File: src/rtl/shift_register_pkg.sv
// Shared definitions for the universal shift register: the operation-select
// encoding used by the interface, the register and its testbench.
package shift_register_pkg;

  // Operation select; all four encodings are legal.
  typedef enum logic [1:0] {
    MODE_LOAD = 2'b00,
    MODE_SHR  = 2'b01,
    MODE_SHL  = 2'b10,
    MODE_CLR  = 2'b11
  } mode_t;

endpackage : shift_register_pkg

File: src/rtl/shift_register_if.sv
// Control, data and serial-cascade signals of one shift register instance.
// The master drives operations in; the slave (the register) drives contents out.
interface shift_register_if #(
  parameter int N = 5
);
  import shift_register_pkg::*;

  logic         enable;
  logic         right_in;
  logic         left_in;
  logic [N-1:0] loadin;
  mode_t        working_mode;
  logic [N-1:0] data;
  logic         right_out;
  logic         left_out;

  modport master (
    output enable,
    output right_in,
    output left_in,
    output loadin,
    output working_mode,
    input  data,
    input  right_out,
    input  left_out
  );

  modport slave (
    input  enable,
    input  right_in,
    input  left_in,
    input  loadin,
    input  working_mode,
    output data,
    output right_out,
    output left_out
  );

endinterface : shift_register_if

File: src/rtl/shift_register.sv
// N-bit universal shift register: parallel load, shift right/left with serial
// fill at both ends, synchronous clear, clock enable and asynchronous reset.
module shift_register
  import shift_register_pkg::*;
#(
  parameter int N = 5
) (
  input  logic              clk,
  input  logic              rst,
  shift_register_if.slave   bus
);

  logic [N-1:0] data_q;

  // The contents are the only state; each serial input is consumed only by
  // its own shift direction, and bits shifted past either end are dropped.
  always_ff @(posedge clk or posedge rst) begin
    if (rst) begin
      data_q <= '0;
    end else if (bus.enable) begin
      case (bus.working_mode)
        MODE_LOAD: data_q <= bus.loadin;
        MODE_SHR:  data_q <= {bus.left_in, data_q[N-1:1]};
        MODE_SHL:  data_q <= {data_q[N-2:0], bus.right_in};
        MODE_CLR:  data_q <= '0;
        default:   data_q <= data_q;
      endcase
    end
  end

  // Serial outputs expose the bit that the next shift in that direction loses.
  assign bus.data      = data_q;
  assign bus.right_out = data_q[0];
  assign bus.left_out  = data_q[N-1];

endmodule : shift_register

File: src/flat_wrapper.sv
// flat-port wrapper written by rule: the top's interface ports become plain ports
module shift_register_flat import shift_register_pkg::*;
#(
  parameter int N = 5
)
  (clk, rst, bus_enable, bus_right_in, bus_left_in, bus_loadin, bus_working_mode, bus_data, bus_right_out, bus_left_out);
  shift_register_if #(.N(N)) bus_i ();
  input  logic clk;
  input  logic rst;
  input wire logic [$bits(bus_i.enable)-1:0] bus_enable;
  input wire logic [$bits(bus_i.right_in)-1:0] bus_right_in;
  input wire logic [$bits(bus_i.left_in)-1:0] bus_left_in;
  input wire logic [$bits(bus_i.loadin)-1:0] bus_loadin;
  input wire logic [$bits(bus_i.working_mode)-1:0] bus_working_mode;
  output wire logic [$bits(bus_i.data)-1:0] bus_data;
  output wire logic [$bits(bus_i.right_out)-1:0] bus_right_out;
  output wire logic [$bits(bus_i.left_out)-1:0] bus_left_out;
  assign bus_i.enable = bus_enable;
  assign bus_i.right_in = bus_right_in;
  assign bus_i.left_in = bus_left_in;
  assign bus_i.loadin = bus_loadin;
  assign bus_i.working_mode = bus_working_mode;
  assign bus_data = bus_i.data;
  assign bus_right_out = bus_i.right_out;
  assign bus_left_out = bus_i.left_out;
  shift_register #(.N(N)) u_core (.clk(clk), .rst(rst), .bus(bus_i));
endmodule
File: config.mk
export PLATFORM = sky130hd
export DESIGN_NAME = shift_register_flat
export DESIGN_NICKNAME = d
export VERILOG_FILES = /design/src/rtl/shift_register_pkg.sv /design/src/rtl/shift_register_if.sv /design/src/rtl/shift_register.sv /design/src/flat_wrapper.sv
export SDC_FILE = /design/constraint.sdc
export NUM_CORES = 1
export LEC_CHECK = 0
export BUFFER_PORTS_ARGS = -buffer_cell sky130_fd_sc_hd__buf_2
export CORE_AREA = 3 3 40 42
export CTS_CLUSTER_DIAMETER = 100
export DETAILED_ROUTE_END_ITERATION = 6
export DIE_AREA = 0 0 43 45
export HOLD_SLACK_MARGIN = 0.08
export SETUP_SLACK_MARGIN = 0.02
export SLEW_MARGIN = 20
export SYNTH_ARGS = -nofsm -noshare
export SYNTH_HDL_FRONTEND = slang
export SYNTH_SLANG_ARGS = --single-unit
File: constraint.sdc
create_clock -name clk -period 1.1 [get_ports clk]
set_clock_uncertainty 0.2 [all_clocks]
set_input_delay 0 -clock clk [delete_from_list [all_inputs] [get_ports clk]]
set_output_delay 0 -clock clk [all_outputs]
set_load 0.01 [all_outputs]
==> results of run 1 <==
==> cell usage in the layout, fill, tap and decap left out, drive strengths merged <==
master,netlist,routed
nand4b,5,5
inv,6,6
dlygate4sd3,0,8
o221ai,5,5
clkbuf,0,4
buf,4,18
nand2b,1,1
mux2i,5,5
dfrtp,5,5
==> kinds of logic (layout without fill, tap and decap cells) <==
group / Yosys count / in the layout / share of synthesized area [%]
buf+inv: 10 / 36 / 16.9
simple gates: 6 / 6 / 17.3
flops: 5 / 5 / 37.6
mux: 5 / 5 / 15.0
compound gates: 5 / 5 / 13.2
==> Yosys cell counts <==
master	n
buf_4	3
buf_6	1
dfrtp_1	5
inv_1	6
mux2i_1	5
nand2b_4	1
nand4b_1	5
o221ai_1	5
==> path summary, 6_finish.rpt <==
check | from | to | slack [ps]
worst max-delay path | u_core.bus.data[2] | u_core.bus.data[1] | 80
worst min-delay path | bus_working_mode[1] | u_core.bus.data[4] | -90
worst max register to register | u_core.bus.data[2] | u_core.bus.data[1] | 80
worst min register to register | u_core.bus.data[1] | u_core.bus.data[2] | 410
max in group asynchronous | rst | u_core.bus.data[0] | 520
min in group asynchronous | rst | u_core.bus.data[4] | 0
==> power by group through the flow <==
stage / sequential [mW] / combinational [mW] / clock [mW]
5_1_grt: 0.236 / 0.175 / 0.230
4_1_cts: 0.233 / 0.161 / 0.224
3_5_place_dp: 0.235 / 0.139 / 0
3_3_place_gp: 0.233 / 0.139 / 0
6_report: 0.233 / 0.160 / 0.215
2_1_floorplan: 0.241 / 0.0812 / 0
==> critical path, cell delays in order (launching register included) <==
cell	delay [ps]
dfrtp_1	410
mux2i_1	150
o221ai_1	130
==> cell type report <==
| cell class | count | area [um^2] | area share, % |
|---|---|---|---|
| inverter | 6 | 22.5 | 4.38 |
| multi-input combinational | 16 | 151 | 29.4 |
| clock buffer | 4 | 26.3 | 5.11 |
| tap | 15 | 18.8 | 3.65 |
| timing repair buffer | 26 | 170 | 33.1 |
| sequential | 5 | 125 | 24.3 |
==> layer usage <==
metal,part of all wire (%),vias to the layer above
li1,-,166
met1,46,160
met2,47,10
met3,6.7,0
met4,0,0
met5,0,-
==> flow_metrics.py, run 1 <==
metrics = {
    "outcome": {
        "status": "finished with violations",
        "violations": "hold timing",
    },
    "timing": {
        "setup-violations-final": 0,
        "relSlewSlack_pct": 85.1,
        "whs_ps": -91.9,
        "final.setup.tns_ps": 0,
        "min_period_ps": 1020,
        "fin_crit_sh_pct": 92.9,
        "max_freq_mhz": 979,
        "worst_pin_slew_ps": 224,
        "rsz0062_at_grt": "false",
        "fin_ws_ps": 78.1,
        "slew_viol_final": 0,
        "hold_viol": 6,
    },
    "power_and_ir_drop": {
        "peakVddDrop_mv": 0.403,
        "switching_share_pct": 29.2,
        "p_int_uw": 430,
        "p_comb_share_pct": 26.3,
        "seqPwrFrac_pct": 38.3,
        "p_per_area_nw_per_um2": 1180,
        "p_sw_uw": 177,
        "p_leak_nw": 0.262,
        "p_clk_share_pct": 35.3,
        "p_total_uw": 607,
    },
    "global_route": {
        "grt.met1_usage_pct": 12.2,
        "gr-max-usage-layer": "met2",
        "antenna_found_initial": 0,
        "grtUsageMet3_pct": 2.79,
        "grt_pass1_wl_um": 1430,
        "met2_usage_pct": 15.9,
        "track_usage_pct": 10.2,
        "grt_pass1_vias": 311,
        "grt_start_max_net_pins": 12,
        "overflow": 0,
    },
    "die": {
        "die_h_um": 45,
        "die_area_um2": 1940,
        "core-area_um2": 1280,
        "dieWidth_um": 43,
        "core.rowCount": 13,
        "start_util_pct": 25.9,
        "io_pins": 19,
    },
    "cells_and_area": {
        "syn2layout_area_growth_pct": 54.5,
        "nFillCells": 128,
        "largest_reg_flops": 5,
        "final_util_pct": 40.0,
        "insertedDiodeCount": 0,
        "layout-drive-gt1-share_pct": 38.6,
        "final_cells": 72,
        "design_area_um2": 514,
        "layout.nets": 70,
    },
    "run": {
        "maxCapViolations": 0,
    },
    "yosys": {
        "synth_top_area_share_pct": 37.6,
        "synth_top_area_cell": "dfrtp_1",
        "ys_ff_latch": 5,
        "syn-cell-area_um2": 333,
        "syn_avg_cell_area_um2": 10.7,
        "syn_inst": 31,
        "yosys-top-cells-area": "dfrtp_1, mux2i_1, nand4b_1, o221ai_1, buf_4",
        "synth-seq-area-share_pct": 37.6,
        "synth_nets": 43,
        "yosys_warnings": 0,
        "ys_types": 8,
    },
    "routing": {
        "num_vias": 336,
        "avgViaCountPerCell": 4.67,
        "drtPass1Iterations": 4,
        "drc": 0,
        "ant_nets": 0,
        "drt_iter0_drc": 3,
        "wl_um": 898,
        "post_drt_wl_per_cell_um": 12.5,
    },
    "clock_network": {
        "cts_tree": "yes",
        "clock_path_buffers": 2,
        "clock_latency_ps": 240,
        "postCtsHoldBufs": 8,
        "cts_sinks": 5,
        "cts_root_buffer": "clkbuf_4",
        "cts_buffers": 3,
        "post_cts_buffers": 0,
        "htreeDepth": 1,
        "cts_resized": 0,
        "clk_pin_slew_ps": 50,
    },
    "critical_path": {
        "r2r.worst_path.cells": 2,
        "end_kind": "register",
        "setup.worst_path.start_class": "register",
        "arrival_ps": 930,
        "cp_max_fo": 4,
        "crit_required_ps": 1010,
        "worst-setup-path-type": "reg -> reg",
    },
    "placement": {
        "placed_area_um2": 408,
        "hpwlAfterDp_um": 616,
        "dp.cells": 60,
        "gp_congestion": 0.715,
        "dp_worst_setup_slack_ps": 79.8,
        "place.port_buffers": 18,
    },
    "hold_path": {
        "hold-path-cell-count": 3,
        "hold_class": "in -> reg",
    },
}
Power figures use the tool's default switching activity.
==> inputs of run 2 (changes only) <==
--- a/config.mk
+++ b/config.mk
@@ -5,8 +5,10 @@
 export SDC_FILE = /design/constraint.sdc
 export NUM_CORES = 1
 export LEC_CHECK = 0
+export ABC_CLOCK_PERIOD_IN_PS = 1090
 export BUFFER_PORTS_ARGS = -buffer_cell sky130_fd_sc_hd__buf_2
 export CORE_AREA = 3 3 40 42
+export CTS_BUF_LIST = sky130_fd_sc_hd__clkbuf_8
 export CTS_CLUSTER_DIAMETER = 100
 export DETAILED_ROUTE_END_ITERATION = 6
 export DIE_AREA = 0 0 43 45
==> constraint.sdc (replaced) <==
create_clock -name clk -period 1.09 [get_ports clk]
set_clock_uncertainty 0.2 [all_clocks]
set_input_delay 0 -clock clk [delete_from_list [all_inputs] [get_ports clk]]
set_output_delay 0 -clock clk [all_outputs]
set_load 0.01 [all_outputs]
==> flow_metrics.py, run 2 (synthesis gave the netlist of run 1 again) <==
metrics = {
    "die": {
        "die_h_um": 45,
        "core-area_um2": 1280,
        "dieWidth_um": 43,
        "die_area_um2": 1940,
        "core.rowCount": 13,
        "start_util_pct": 25.9,
        "io_pins": 19,
    },
    "critical_path": {
        "crit_chain": "mux2i_1 > o221ai_1",
        "cp_max_fo": 4,
        "path_delay_family": "flip-flops",
        "r2r-end": "u_core.bus.data[1]",
        "r2r.worst_path.cells": 2,
        "arrival_ps": 920,
        "r2r_slack_ps": 60,
        "cp.depth": 2,
        "setup.worst_path.start_class": "register",
        "r2r-start": "u_core.bus.data[2]",
        "worst-setup-path-type": "reg -> reg",
        "end_kind": "register",
        "worstSetupStartpoint": "u_core.bus.data[2]",
        "slowest_delay_ps": 410,
        "cpMaxStageDelayCell": "dfrtp_1",
        "crit_required_ps": 970,
        "cp_num_buf_inv": 0,
    },
    "outcome": {
        "violations": "hold timing",
        "status": "finished with violations",
    },
    "placement": {
        "dp.cells": 60,
        "place.port_buffers": 18,
        "hpwlAfterDp_um": 616,
        "gp_congestion": 0.715,
    },
    "routing": {
        "met3WireLength_um": 65,
        "drtPass1Iterations": 3,
        "top_layer": "met4",
        "drt-met1-wl_um": 400,
        "ant_nets": 0,
        "drc": 0,
        "wl_met2_um": 407,
        "drt_iter0_drc": 6,
        "wl_um": 899,
        "avgViaCountPerCell": 4.77,
        "post_drt_wl_per_cell_um": 12.8,
        "num_vias": 334,
    },
    "timing": {
        "relSlewSlack_pct": 85.1,
        "min_period_ps": 1030,
        "setup-violations-final": 0,
        "fin_crit_sh_pct": 94.6,
        "worst_pin_slew_ps": 224,
        "final.setup.tns_ps": 0,
        "rsz0062_at_grt": "false",
        "whs_ps": -71.7,
        "max_freq_mhz": 969,
        "slew_viol_final": 0,
        "hold_viol": 5,
    },
    "run": {
        "maxCapViolations": 0,
    },
    "cells_and_area": {
        "final_cell_mix": "buf_2, dlygate4sd3_1, inv_1",
        "layout.nets": 68,
        "largest_reg_flops": 5,
        "layout-drive-gt1-share_pct": 36.4,
        "insertedDiodeCount": 0,
        "layout_commonest_cell": "buf_2",
        "final_cells": 70,
        "syn2layout_area_growth_pct": 57.1,
    },
    "power_and_ir_drop": {
        "p_per_area_nw_per_um2": 1390,
        "peakVddDrop_mv": 0.533,
        "p_leak_nw": 0.266,
        "p_total_uw": 729,
    },
    "global_route": {
        "antenna_found_initial": 0,
        "grt_pass1_wl_um": 1450,
        "grt_start_max_net_pins": 12,
        "grt_pass1_vias": 317,
        "overflow": 0,
        "track_usage_pct": 10.8,
    },
    "clock_network": {
        "clock_path_buffers": 2,
        "clk_pin_slew_ps": 40,
        "clock_latency_ps": 220,
        "postCtsHoldBufs": 8,
        "cts_buffers": 3,
        "cts_sinks": 5,
        "cts_root_buffer": "clkbuf_8",
        "cts_tree": "yes",
        "htreeDepth": 1,
        "cts_resized": 0,
    },
    "hold_path": {
        "hold-path-cell-count": 3,
        "holdPathEnd": "u_core.bus.data[2]",
        "hold_start": "bus_working_mode[1]",
        "hold_class": "in -> reg",
    },
}
## run 2: worst reg2reg max path: cells and delay by family (launching register included)
kind               cells  cell delay (ps)
DFF                    1              410
muxes                  1              150
AOI/OAI and AO/OA      1              130
## run 2: power breakdown
part           switching (mW)  internal, mW  total, mW  leakage, nW
registers              0.0252         0.210      0.235       0.0647
clock network          0.0935         0.242      0.335       0.0269
logic                  0.0745        0.0837      0.158        0.174
## run 2: how the worst max path moves through the flow
stage | slack (ps) | end
4_1_cts | 60 | u_core.bus.data[1]
3_5_place_dp | 70 | u_core.bus.data[1]
5_1_grt | 30 | u_core.bus.data[1]
3_3_place_gp | 70 | u_core.bus.data[1]
6_report | 60 | u_core.bus.data[1]
2_1_floorplan | 90 | u_core.bus.data[1]
## run 2: routing by layer
| layer | global-route usage [%] | up-vias |
|---|---|---|
| li1 | - | 161 |
| met1 | 12.2 | 157 |
| met2 | 16.2 | 12 |
| met3 | 2.79 | 4 |
| met4 | 10.8 | 0 |
| met5 | 0 | - |
## run 2: cell type report
cell class	instances	area, um^2
multi-input combinational	16	151
tap	15	18.8
sequential	5	125
timing repair buffer	24	160
clock inverter	1	3.75
clock buffer	3	41.3
inverter	6	22.5
fill	130	762
## run 2: timing repair
| item | 4_1_cts | 5_1_grt |
|---|---|---|
| buffers inserted | 0 | 0 |
| hold endpoints to repair | 10 | 10 |
| endpoints found under the setup margin | 0 | 1 |
## run 2: metrics by stage
stage	util [%]	worst slack [ps]	hold slack, ps	area, um^2
after global routing	40.7	26.6	-43.6	523
after detailed placement	31.7	69.8	-286	408
after global placement	31.7	74.7	-289	408
after CTS	41.5	63.6	-80.7	533
final	40.7	58.4	-71.7	523
after floorplan	-	92.7	-421	333
